[src/rtl/cla_pkg.sv]
// -----------------------------------------------------------------------------
// cla_pkg
// Shared constants for the pipelined carry-lookahead adder:
//   DEF_WIDTH / DEF_BLK : default operand width and bits per lookahead block
//   OP_ADD / OP_SUB     : encoding of the op_sub input
//   signed_ovf()        : signed overflow from the MSB column of a sum
// -----------------------------------------------------------------------------
package cla_pkg;

   localparam int DEF_WIDTH = 32;
   localparam int DEF_BLK   = 8;

   localparam logic OP_ADD = 1'b0;
   localparam logic OP_SUB = 1'b1;

   // The carry into the MSB equals x^y^s at that bit, so overflow is that
   // carry XOR the carry out of the MSB.
   function automatic logic signed_ovf(input logic x_msb, input logic y_msb,
                                       input logic s_msb, input logic c_msb_out);
      return x_msb ^ y_msb ^ s_msb ^ c_msb_out;
   endfunction

endpackage

[src/rtl/cla_block_n.sv]
// -----------------------------------------------------------------------------
// cla_block_n
// Combinational BLK-bit carry-lookahead block. Every internal carry is
// formed directly from the generate/propagate terms and c_in, so there is
// no ripple chain inside the block.
// Ports:
//   x, y   in  [BLK-1:0]  operand slices
//   c_in   in  1          carry into bit 0 of the block
//   s      out [BLK-1:0]  block sum
//   c_out  out 1          carry out of the top bit of the block
//   P, G   out 1          group propagate / group generate
// -----------------------------------------------------------------------------
module cla_block_n #(
   parameter int BLK = 8
) (
   input  logic [BLK-1:0] x,
   input  logic [BLK-1:0] y,
   input  logic           c_in,
   output logic [BLK-1:0] s,
   output logic           c_out,
   output logic           P,
   output logic           G
);

   logic [BLK-1:0] p;
   logic [BLK-1:0] g;
   logic [BLK:0]   c;
   logic           acc;
   logic           run;
   logic           grp_g;

   assign p = x ^ y;
   assign g = x & y;

   // Lookahead carries: c[i+1] = g[i] | p[i]g[i-1] | ... | p[i..0]c_in.
   always_comb begin
      c     = '0;
      acc   = 1'b0;
      run   = 1'b1;
      grp_g = 1'b0;
      c[0]  = c_in;
      for (int i = 0; i < BLK; i++) begin
         acc = 1'b0;
         run = 1'b1;
         for (int j = i; j >= 0; j--) begin
            acc = acc | (run & g[j]);
            run = run & p[j];
         end
         // the last iteration leaves the whole-block generate term in acc
         grp_g  = acc;
         c[i+1] = acc | (run & c_in);
      end
   end

   assign s     = p ^ c[BLK-1:0];
   assign c_out = c[BLK];
   assign P     = &p;
   assign G     = grp_g;

endmodule

[src/rtl/cla_adder_pipe.sv]
// -----------------------------------------------------------------------------
// cla_adder_pipe
// Pipelined add/subtract unit. Block k of the operands is resolved in stage k
// by a cla_block_n; the block carry, the untouched upper operand bits and the
// finished lower sum bits travel forward in per-stage registers. Each stage
// has its own valid bit and loads when empty or when its content moves on in
// the same cycle, so bubbles collapse and a full pipe streams one beat/cycle.
// Optional feature macro: CLA_ADDER_PIPE_FLAGS_EN (ovf/zero flags; when
// undefined both flags are tied to 0 and no flag registers exist).
// Ports:
//   clock      in   1      rising-edge clock
//   reset      in   1      synchronous active-high reset
//   in_valid   in   1      operand beat offered
//   in_ready   out  1      beat accepted when in_valid && in_ready
//   x, y       in   WIDTH  operands
//   c_in       in   1      carry-in (add only)
//   op_sub     in   1      0 = add, 1 = subtract
//   out_valid  out  1      result beat present
//   out_ready  in   1      result consumed when out_valid && out_ready
//   s          out  WIDTH  sum / difference
//   c_out      out  1      carry out of bit WIDTH-1
//   ovf, zero  out  1      signed overflow, all-zero result
// -----------------------------------------------------------------------------
module cla_adder_pipe
   import cla_pkg::*;
#(
   parameter int WIDTH = DEF_WIDTH,
   parameter int BLK   = DEF_BLK
) (
   input  logic             clock,
   input  logic             reset,
   input  logic             in_valid,
   output logic             in_ready,
   input  logic [WIDTH-1:0] x,
   input  logic [WIDTH-1:0] y,
   input  logic             c_in,
   input  logic             op_sub,
   output logic             out_valid,
   input  logic             out_ready,
   output logic [WIDTH-1:0] s,
   output logic             c_out,
   output logic             ovf,
   output logic             zero
);

   localparam int NBLK = WIDTH / BLK;
   localparam int LAST = NBLK - 1;

   logic [NBLK-1:0] valid;
   logic [NBLK-1:0] space;
   logic [NBLK-1:0] adv;
   logic [NBLK-1:0] ld;
   logic            ready_next;

   // Backpressure walks from the output towards the input: a stage can take
   // new content when it is empty or its current beat moves on.
   always_comb begin
      adv        = '0;
      space      = '0;
      ld         = '0;
      ready_next = out_ready;
      for (int k = NBLK - 1; k >= 0; k--) begin
         adv[k]     = valid[k] & ready_next;
         space[k]   = ~valid[k] | (valid[k] & ready_next);
         ready_next = ~valid[k] | (valid[k] & ready_next);
      end
      ld[0] = space[0] & in_valid;
      for (int k = 1; k < NBLK; k++) begin
         ld[k] = space[k] & valid[k-1];
      end
   end

   // Stage occupancy.
   always_ff @(posedge clock) begin
      if (reset) begin
         valid <= '0;
      end else begin
         valid <= ld | (valid & ~adv);
      end
   end

   assign in_ready  = space[0];
   assign out_valid = valid[LAST];

   for (genvar k = 0; k < NBLK; k++) begin : g_stage
      localparam int IW = WIDTH - k * BLK;   // operand bits still to resolve
      localparam int SW = (k + 1) * BLK;     // sum bits known after this stage

      logic [IW-1:0]  xi;
      logic [IW-1:0]  yi;
      logic           ci;
      logic [BLK-1:0] bs;
      logic           bco;
      logic           bp;
      logic           bg;
      logic [SW-1:0]  sn;
      logic           unused_pg;

      if (k == 0) begin : g_in
         // subtract is x + ~y + 1; c_in only matters for add
         assign xi = x;
         assign yi = (op_sub == OP_SUB) ? ~y : y;
         assign ci = (op_sub == OP_ADD) ? c_in : 1'b1;
         assign sn = bs;
      end else begin : g_fwd
         assign xi = g_stage[k-1].g_reg.xr;
         assign yi = g_stage[k-1].g_reg.yr;
         assign ci = g_stage[k-1].g_reg.cr;
         assign sn = {bs, g_stage[k-1].g_reg.sr};
      end

      cla_block_n #(.BLK(BLK)) u_blk (
         .x     (xi[BLK-1:0]),
         .y     (yi[BLK-1:0]),
         .c_in  (ci),
         .s     (bs),
         .c_out (bco),
         .P     (bp),
         .G     (bg)
      );

      // the stage carry is taken from c_out; group P/G are not needed here
      assign unused_pg = bp ^ bg;

      if (k < NBLK - 1) begin : g_reg
         logic [IW-BLK-1:0] xr;
         logic [IW-BLK-1:0] yr;
         logic [SW-1:0]     sr;
         logic              cr;

         // Stage register: remaining operand bits, finished sum bits, carry.
         always_ff @(posedge clock) begin
            if (reset) begin
               xr <= '0;
               yr <= '0;
               sr <= '0;
               cr <= 1'b0;
            end else if (ld[k]) begin
               xr <= xi[IW-1:BLK];
               yr <= yi[IW-1:BLK];
               sr <= sn;
               cr <= bco;
            end
         end
      end
   end

   // Output register: only reloads on a new beat, so it holds otherwise.
   always_ff @(posedge clock) begin
      if (reset) begin
         s     <= '0;
         c_out <= 1'b0;
      end else if (ld[LAST]) begin
         s     <= g_stage[LAST].sn;
         c_out <= g_stage[LAST].bco;
      end
   end

`ifdef CLA_ADDER_PIPE_FLAGS_EN
   logic ovf_n;
   logic zero_n;

   assign ovf_n  = signed_ovf(g_stage[LAST].xi[BLK-1], g_stage[LAST].yi[BLK-1],
                              g_stage[LAST].bs[BLK-1], g_stage[LAST].bco);
   assign zero_n = (g_stage[LAST].sn == {WIDTH{1'b0}});

   // Flag registers load together with s.
   always_ff @(posedge clock) begin
      if (reset) begin
         ovf  <= 1'b0;
         zero <= 1'b0;
      end else if (ld[LAST]) begin
         ovf  <= ovf_n;
         zero <= zero_n;
      end
   end
`else
   assign ovf  = 1'b0;
   assign zero = 1'b0;
`endif

endmodule

[config.mk]
export PLATFORM = sky130hd
export DESIGN_NAME = cla_adder_pipe
export DESIGN_NICKNAME = d
export VERILOG_FILES = /design/src/rtl/cla_pkg.sv /design/src/rtl/cla_block_n.sv /design/src/rtl/cla_adder_pipe.sv
export SDC_FILE = /design/constraint.sdc
export NUM_CORES = 1
export LEC_CHECK = 0
export BUFFER_PORTS_ARGS = -buffer_cell sky130_fd_sc_hd__buf_2
export CORE_MARGIN = 1
export CORE_UTILIZATION = 32
export DETAILED_ROUTE_END_ITERATION = 10
export GPL_ROUTABILITY_DRIVEN = 0
export SLEW_MARGIN = 0
export SYNTH_ARGS = -nofsm -noshare
export SYNTH_HDL_FRONTEND = slang
export SYNTH_SLANG_ARGS = --single-unit
[constraint.sdc]
create_clock -name clock -period 1.8 [get_ports clock]
set_input_delay 0.09 -clock clock [delete_from_list [all_inputs] [get_ports clock]]
set_output_delay 0.09 -clock clock [all_outputs]
set_load 0.05 [all_outputs]
==> results of run 1 <==
final timing paths:
check	slack [ns]	endpoint	startpoint	cells after the start
min	0.02	g_stage[0].g_reg.yr[0]$_SDFFE_PP0P_	y[8]	3
min reg2reg	0.44	g_stage[2].g_reg.yr[1]$_SDFFE_PP0P_	g_stage[1].g_reg.yr[9]$_SDFFE_PP0P_	2
max	0.01	g_stage[1].g_reg.sr[15]$_SDFFE_PP0P_	g_stage[0].g_reg.yr[3]$_SDFFE_PP0P_	7
max reg2reg	0.01	g_stage[1].g_reg.sr[15]$_SDFFE_PP0P_	g_stage[0].g_reg.yr[3]$_SDFFE_PP0P_	7
power by group:
group	total, uW	internal [uW]	switching [uW]
Clock	3540	1880	1660
Combinational	1020	484	537
Sequential	4310	4220	90.0
cell usage in the layout (no fill, tap or decap), drive strengths merged, types with 3 or more instances in the layout:
cell,Yosys,routed
xor2,20,20
nand2,286,286
dlygate4sd3,0,48
a21o,8,8
fa,4,4
xnor2,35,35
clkbuf,39,19
a21oi,154,154
a211oi,39,39
nand3,4,4
nor2,56,56
o21ai,9,9
nor3,8,8
o31ai,4,4
nor2b,5,5
inv,6,14
clkinv,0,4
buf,28,148
dfxtp,184,184
ha,34,34
a31oi,3,3
synth_stat cells (2+ instances only):
master / n / share of area
a211o_1: 2 / 0.0023
nor2b_1: 5 / 0.0040
buf_4: 3 / 0.0029
fa_1: 4 / 0.010
ha_1: 34 / 0.055
nand3_1: 4 / 0.0026
o21ai_1: 5 / 0.0032
o21a_1: 2 / 0.0019
nand2b_1: 2 / 0.0016
xor2_1: 20 / 0.023
xnor2_1: 35 / 0.040
a211oi_1: 38 / 0.037
buf_2: 20 / 0.013
a21oi_1: 154 / 0.099
a31oi_1: 3 / 0.0024
inv_1: 6 / 0.0029
o211ai_1: 2 / 0.0019
nor3_1: 8 / 0.0052
or3_1: 2 / 0.0016
and2_1: 2 / 0.0016
nand2_1: 286 / 0.14
a21o_1: 8 / 0.0078
buf_1: 4 / 0.0019
dfxtp_1: 184 / 0.48
o31ai_1: 4 / 0.0039
clkbuf_1: 39 / 0.019
o21bai_1: 2 / 0.0019
o21ai_0: 4 / 0.0026
nand3b_1: 2 / 0.0019
nor2_1: 56 / 0.027
stage by stage:
step / area [sq um] / TNS (ns) / power [uW] / hold slack [ns] / utilization
after floorplan: 7826 / -18.76 / 5019 / 0.2195 / -
after global placement: 8862 / 0 / 5330 / 0.3432 / 0.3753
after detailed placement: 8862 / -0.1906 / 5340 / 0.3354 / 0.3753
after CTS: 9912 / 0 / 8976 / 0.001146 / 0.4198
after global routing: 9997 / -0.1595 / 9282 / 0.05503 / 0.4234
final: 9997 / 0 / 8877 / 0.01893 / 0.4234
per-layer routing:
metal,vias up,global-route usage,wire length [um]
li1,3448,-,-
met1,2826,0.2156,9618
met2,109,0.2223,7596
met3,20,0.02792,594
met4,2,0.05594,287
met5,-,0,13
critical path, cell delays in order (launching register included):
cell     delay, ns
dfxtp_2       0.34
ha_4          0.15
or3_1         0.36
a211o_1       0.31
a41o_1        0.22
xor2_1        0.16
nand2_1       0.06
a21oi_1       0.05
layout make-up:
cell class,count,area share
sequential,184,0.3695
tap,319,0.03992
timing repair buffer,196,0.1451
clock inverter,13,0.01064
inverter,6,0.002253
multi-input combinational,692,0.3874
clock buffer,19,0.04531
timing repair:
action	CTS	global route
buffers inserted	0	1
gates resized for setup	2	18
endpoints found under the hold margin	48	0
cloned	0	0
hold buffers	48	0
pin swaps	3	16
endpoints found under the setup margin	7	15
state kept, by name (all words and copies together), names as in the netlist:
| register | flops |
|---|---|
| g_stage.g_reg.sr | 48 |
| g_stage.g_reg.xr | 48 |
| g_stage.g_reg.yr | 48 |
| s | 32 |
| valid | 4 |
| g_stage.g_reg.cr | 3 |
| c_out | 1 |
cell families after synthesis:
kind of cell	after synthesis
AO/OA/AOI/OAI	226
XOR/XNOR	55
adder cells (fa/ha/maj)	38
buffers and inverters	73
flip-flops	184
multiplexers	1
other	1
AND/OR/NAND/NOR	370
==> summary.md, run 1 <==
| Metric | Value |
|---|---|
| Crit. End Element | flip-flop |
| Crit start category | flip-flop |
| Mean Syn Cell Area | between 8 and 9 sq um |
| Dpl cells | roughly 1.3k |
| Slew of the pin with the lowest slew margin | ~0.66 ns |
| Port Buffer Count | about 100 |
| Final WL | roughly 18000 um |
| Worst-path clk slew | ~0.070 ns |
| Worst min-delay path category | in2reg |
| Area used by multi-input combinational logic | ~3900 sq um |
| PnR worst setup slack | 0.009701 ns |
| Antenna violations before repair | 1 |
| Share of layout cells above drive strength 1 | 0.1847 |
| Post-detail-place hpwl | roughly 13000 um |
| Max Fanout on Critical Path | 3 |
| Total GRT Usage | 0.1504 |
| Initial Util | 0.3281 |
| Clk root buf | clkbuf_16 |
| Clk buf depth | 2 |
| Die height | approximately 160 um |
| DRT iter0 DRCs | just under 300 |
| Max-Cap Viols | 0 |
| Vias | 6405 |
| Rel. slew slack | 0.5583 |
| Outcome | completed |
| Area Growth Syn to Fin | 29.04% |
| DR WL/cell | about 13 um |
| Arr. time, crit path | approximately 2.1 ns |
| Clock Skew | between 0.009 and 0.01 ns |
| Final hold violation count | 0 |
| Later-pin clock latency in the skew report | approximately 0.43 ns |
| Maximum clock rate | ~560 MHz |
| Largest net degree at the start of global routing | between 70 and 80 |
| Post-synthesis simple-gate area fraction | 0.1872 |
| Ys flop type | dfxtp_1 |
| Mapped Area | around 7700 sq um |
| Yosys reg bits | 184 |
| Final min period | roughly 1.8 ns |
| Max Transition Viols Final | 0 |
| Avg Vias per Cell | approximately 4.5 |
| Worst VDD drop | between 600 and 700 uV |
| CTS Sinks | around 180 |
| TritonCTS buffer count | 17 |
| Register area | 3694 sq um |
| Unique cell type count in the Yosys netlist | 38 |
| RSZ-0062 raised after global routing | yes |
| Final setup viols | 0 |
| Synth async-reset ratio | 0 |
| Post-synthesis cell count | ~950 |
| First-pass iteration count of the detailed router | 4 |
| FILL cells | approximately 2.4k |
| Multiplexer share of the synthesized area | 0.001292 |
| Non-filler instance count after layout | 1429 |
| Overflow after GRT | 0 |
| Compound-Gate Fraction of Synth Area | 0.1672 |
| Count of inserted antenna diode cells | 0 |
| Post-Place Setup Slack | -0.06235 ns |
| PD cells | just under 900 nW/um^2 |
| DRC errors left | 0 |
| Num ports | about 110 |
| Seq/Total Area, Yosys | 0.4755 |
| XOR/XNOR Fraction of Synth Area | 0.06218 |
| Fin crit share | 0.9946 |
| Die area | ~25000 sq um |
| CTS H-tree depth | 4 |
| Crit Path Class | reg2reg |
| Leak | 0.004013 uW |
| Die X | about 160 um |
| WP data required | approximately 2.1 ns |
| Post-Synth Adder-Cell Area | 0.06525 |
| Syn. warnings | 0 |
| CORE AREA | between 20000 and 25000 sq um |
| Vias in the first global route | 5911 |
| CTS tree | yes |
| First-pass GRT wire length | between 20000 and 30000 um |
| Row cnt | between 50 and 60 |
| Number of flops mapped to enable cells by yosys | 0 |
| Final #Nets | around 1.2k |
| Largest family of logic cells by synthesized area | simple AND/OR/NAND/NOR gates |
| Final ANT Viol Nets | 0 |
No activity file was read; power rests on OpenSTA's default activity.
==> run 2, diff against run 1 <==
REMOVE_ABC_BUFFERS = 1   (was unset)
==> summary.md, run 2 (same netlist as run 1, synthesis figures left out) <==
| Metric | Value |
|---|---|
| Vias | 6508 (was 6405) |
| PD cells | 868.7 nW/um^2 (was 888.0 nW/um^2) |
| Commonest non-fill, non-tap cell in the layout | nand2_1 (unchanged) |
| Initial Util | 0.3281 (unchanged) |
| Worst flop-to-flop path endpoint | g_stage[1].g_reg.sr[15]$_SDFFE_PP0P_ (unchanged) |
| Switch share | 0.2527 (was 0.2580) |
| Fin util | 0.4263 (was 0.4234) |
| Max-Cap Viols | 0 (unchanged) |
| Slew of the pin with the lowest slew margin | 0.7197 ns (was 0.6625 ns) |
| Clk root buf | clkbuf_16 (unchanged) |
| Num ports | 107 (unchanged) |
| CTS Sinks | 184 (unchanged) |
| Worst-path clk slew | 0.07 ns (about the same) |
| Total GRT Usage | 0.1525 (was 0.1504) |
| Biggest regs | g_stage.g_reg.sr (48), g_stage.g_reg.xr (48), g_stage.g_reg.yr (48) (unchanged) |
| Die area | 24840 sq um (unchanged) |
| Hold path startpoint | y[29] (was y[8]) |
| Psw | 2210 uW (was 2290 uW) |
| First-pass GRT wire length | 29860 um (was 29520 um) |
| Later-pin clock latency in the skew report | 0.43 ns (about the same) |
| Critical Path, Cell by Cell | ha_2, or3_1, a211o_1, a41o_1, xor2_1, nand2_1, a21oi_1 (was ha_4, or3_1, a211o_1, a41o_1, xor2_1, nand2_1, a21oi_1) |
| Clock share of power | 0.389 (was 0.399) |
| Count of inserted antenna diode cells | 0 (unchanged) |
| FILL cells | 2423 (unchanged) |
| PnR worst setup slack | 0.02069 ns (was 0.009701 ns) |
| Maximum clock rate | 562.0 MHz (was 558.6 MHz) |
| Crit start category | flip-flop (unchanged) |
| Worst VDD drop | 414.9 uV (was 616.5 uV) |
| Overflow after GRT | 0 (unchanged) |
| Worst min-delay path category | in2reg (unchanged) |
| CORE AREA | 23610 sq um (unchanged) |
| Die height | 157.6 um (unchanged) |
| Fin crit share | 0.9885 (was 0.9946) |
| DRC errors left | 0 (unchanged) |
| Commonest non-fill, non-tap cells in the layout | 285 x nand2_1, 178 x dfxtp_1, 152 x a21oi_1 (was 286 x nand2_1, 178 x dfxtp_1, 153 x a21oi_1) |
| CTS tree | yes (unchanged) |
| Area Growth Syn to Fin | 29.94% (was 29.04%) |
| Leak | 0.004060 uW (was 0.004013 uW) |
| Post-detail-place hpwl | 12240 um (was 12590 um) |
| Outcome | completed (unchanged) |
| Largest net degree at the start of global routing | 91 (was 77) |
| Crit path max-delay cell type | or3_1 (unchanged) |
| Clock Skew | 0.01170 ns (was 0.009164 ns) |
| Hold depth | 3 (unchanged) |
| Internal power | 6536 uW (was 6587 uW) |
| Hold Path End | g_stage[0].g_reg.yr[21]$_SDFFE_PP0P_ (was g_stage[0].g_reg.yr[0]$_SDFFE_PP0P_) |
| Largest stage delay, worst path | 0.36 ns (about the same) |
| Final #Nets | 1218 (was 1205) |
| R2R depth | 7 (unchanged) |
| Max Fanout on Critical Path | 3 (unchanged) |
| Vias in the first global route | 6206 (was 5911) |
| Crit Reg-Reg Startpoint | g_stage[0].g_reg.xr[2]$_SDFFE_PP0P_ (was g_stage[0].g_reg.yr[3]$_SDFFE_PP0P_) |
| DR WL/cell | 12.56 um (was 12.67 um) |
| Avg Vias per Cell | 4.513 (was 4.482) |
| Antenna violations before repair | 0 (was 1) |
| TritonCTS buffer count | 17 (unchanged) |
| Final setup viols | 0 (unchanged) |
| Final ANT Viol Nets | 0 (unchanged) |
| Rel. slew slack | 0.5202 (was 0.5583) |
| Final hold violation count | 0 (unchanged) |
| Share of layout cells above drive strength 1 | 0.1950 (was 0.1847) |
| Crit. End Element | flip-flop (unchanged) |
| RSZ-0062 raised after global routing | yes (unchanged) |
| Max Transition Viols Final | 0 (unchanged) |
| CTS H-tree depth | 4 (unchanged) |
| WP data required | 2.12 ns (was 2.09 ns) |
| Row cnt | 56 (unchanged) |
| Reg2Reg Setup Slack | 0.02 ns (was 0.01 ns) |
| Combinational share of power | 0.118 (was 0.115) |
| DRT iter0 DRCs | 316 (was 291) |
| Die X | 157.6 um (unchanged) |
| Seq pwr share | 0.493 (was 0.486) |
| Final min period | 1.779 ns (was 1.790 ns) |
| First-pass iteration count of the detailed router | 4 (unchanged) |
| Arr. time, crit path | 2.10 ns (was 2.08 ns) |
| Post-Place Setup Slack | -0.08653 ns (was -0.06235 ns) |
| Port Buffer Count | 104 (unchanged) |
| Final WL | 18110 um (about the same) |
| Clk buf depth | 2 (unchanged) |
| Crit Path Class | reg2reg (unchanged) |
==> run 2: cell count changes in the layout (fill, tap and decap cells not counted), moves of 2 or more <==
| cell | before | now |
|---|---|---|
| a211oi_1 | 33 | 35 |
| buf_4 | 35 | 46 |
| inv_8 | 2 | 0 |
| inv_6 | 6 | 4 |
| buf_12 | 9 | 11 |
| o21ai_2 | 2 | 4 |
| clkinvlp_4 | 1 | 5 |
==> run 2: worst max path at each step <==
stage,from,endpoint,cells after the start
floorplan,valid[3]$_SDFF_PP0_,g_stage[0].g_reg.sr[4]$_SDFFE_PP0P_,6
global placement,op_sub,g_stage[0].g_reg.sr[5]$_SDFFE_PP0P_,10
detailed placement,op_sub,g_stage[0].g_reg.sr[5]$_SDFFE_PP0P_,11
CTS,g_stage[1].g_reg.xr[1]$_SDFFE_PP0P_,g_stage[2].g_reg.sr[23]$_SDFFE_PP0P_,7
global route,g_stage[0].g_reg.xr[2]$_SDFFE_PP0P_,g_stage[1].g_reg.sr[15]$_SDFFE_PP0P_,7
finish,g_stage[0].g_reg.xr[2]$_SDFFE_PP0P_,g_stage[1].g_reg.sr[15]$_SDFFE_PP0P_,7
==> run 2: area by class of cell <==
cell class                 instances  area (sq um)  area share
clock buffer                      19         442.9     0.04400
clock inverter                    13         92.59    0.009197
inverter                           6         22.52    0.002237
multi-input combinational        692          3846      0.3821
sequential                       184          3691      0.3666
tap                              319         399.1     0.03965
timing repair buffer             209          1573      0.1562
==> run 2: routing by layer <==
layer  vias up  wire length [um]  global-route usage
li1       3472                 -                   -
met1      2933              8811              0.1921
met2        92              8476              0.2602
met3        11               649             0.03258
met4         0               168             0.04531
met5         -                 0                   0
==> run 2: power groups by stage <==
| stage | Sequential (uW) | Combinational [uW] | Clock (uW) |
|---|---|---|---|
| 3_3_place_gp | 4400 | 952 | 0 |
| 6_report | 4310 | 1030 | 3400 |
| 2_1_floorplan | 4390 | 516 | 0 |
| 3_5_place_dp | 4400 | 960 | 0 |
| 5_1_grt | 4330 | 1160 | 3680 |
| 4_1_cts | 4310 | 1040 | 3510 |
==> run 2: metrics by stage <==
stage	hold WS [ns]	instance area [sq um]	total power (uW)	cells	TNS [ns]
3_5_place_dp	0.3404	8962	5360	1361	-0.5583
2_1_floorplan	0.1591	7456	4905	882	-156.56
5_1_grt	0.09298	10070	9175	1442	-0.2097
6_report	0.08097	10070	8746	1442	0
4_1_cts	0.06123	10010	8867	1441	0
3_3_place_gp	0.3355	8962	5348	1361	-0.3207
==> run 2: worst max-delay path: cells and delay by family (launching register included) <==
| family | cells | cell delay [ns] |
|---|---|---|
| adders and majority gates | 1 | 0.17 |
| xor gates and xnor gates | 1 | 0.16 |
| AOI/OAI and AO/OA | 3 | 0.60 |
| DFF | 1 | 0.32 |
| and+or+nand+nor | 2 | 0.42 |
==> run 2: repair_timing <==
item / in CTS / in global routing
hold buffers: 48 / 0
endpoints found under the hold margin: 48 / 0
pin swaps: 6 / 17
resized for setup: 6 / 17
setup buffers: 0 / 1
setup endpoints to repair: 7 / 11
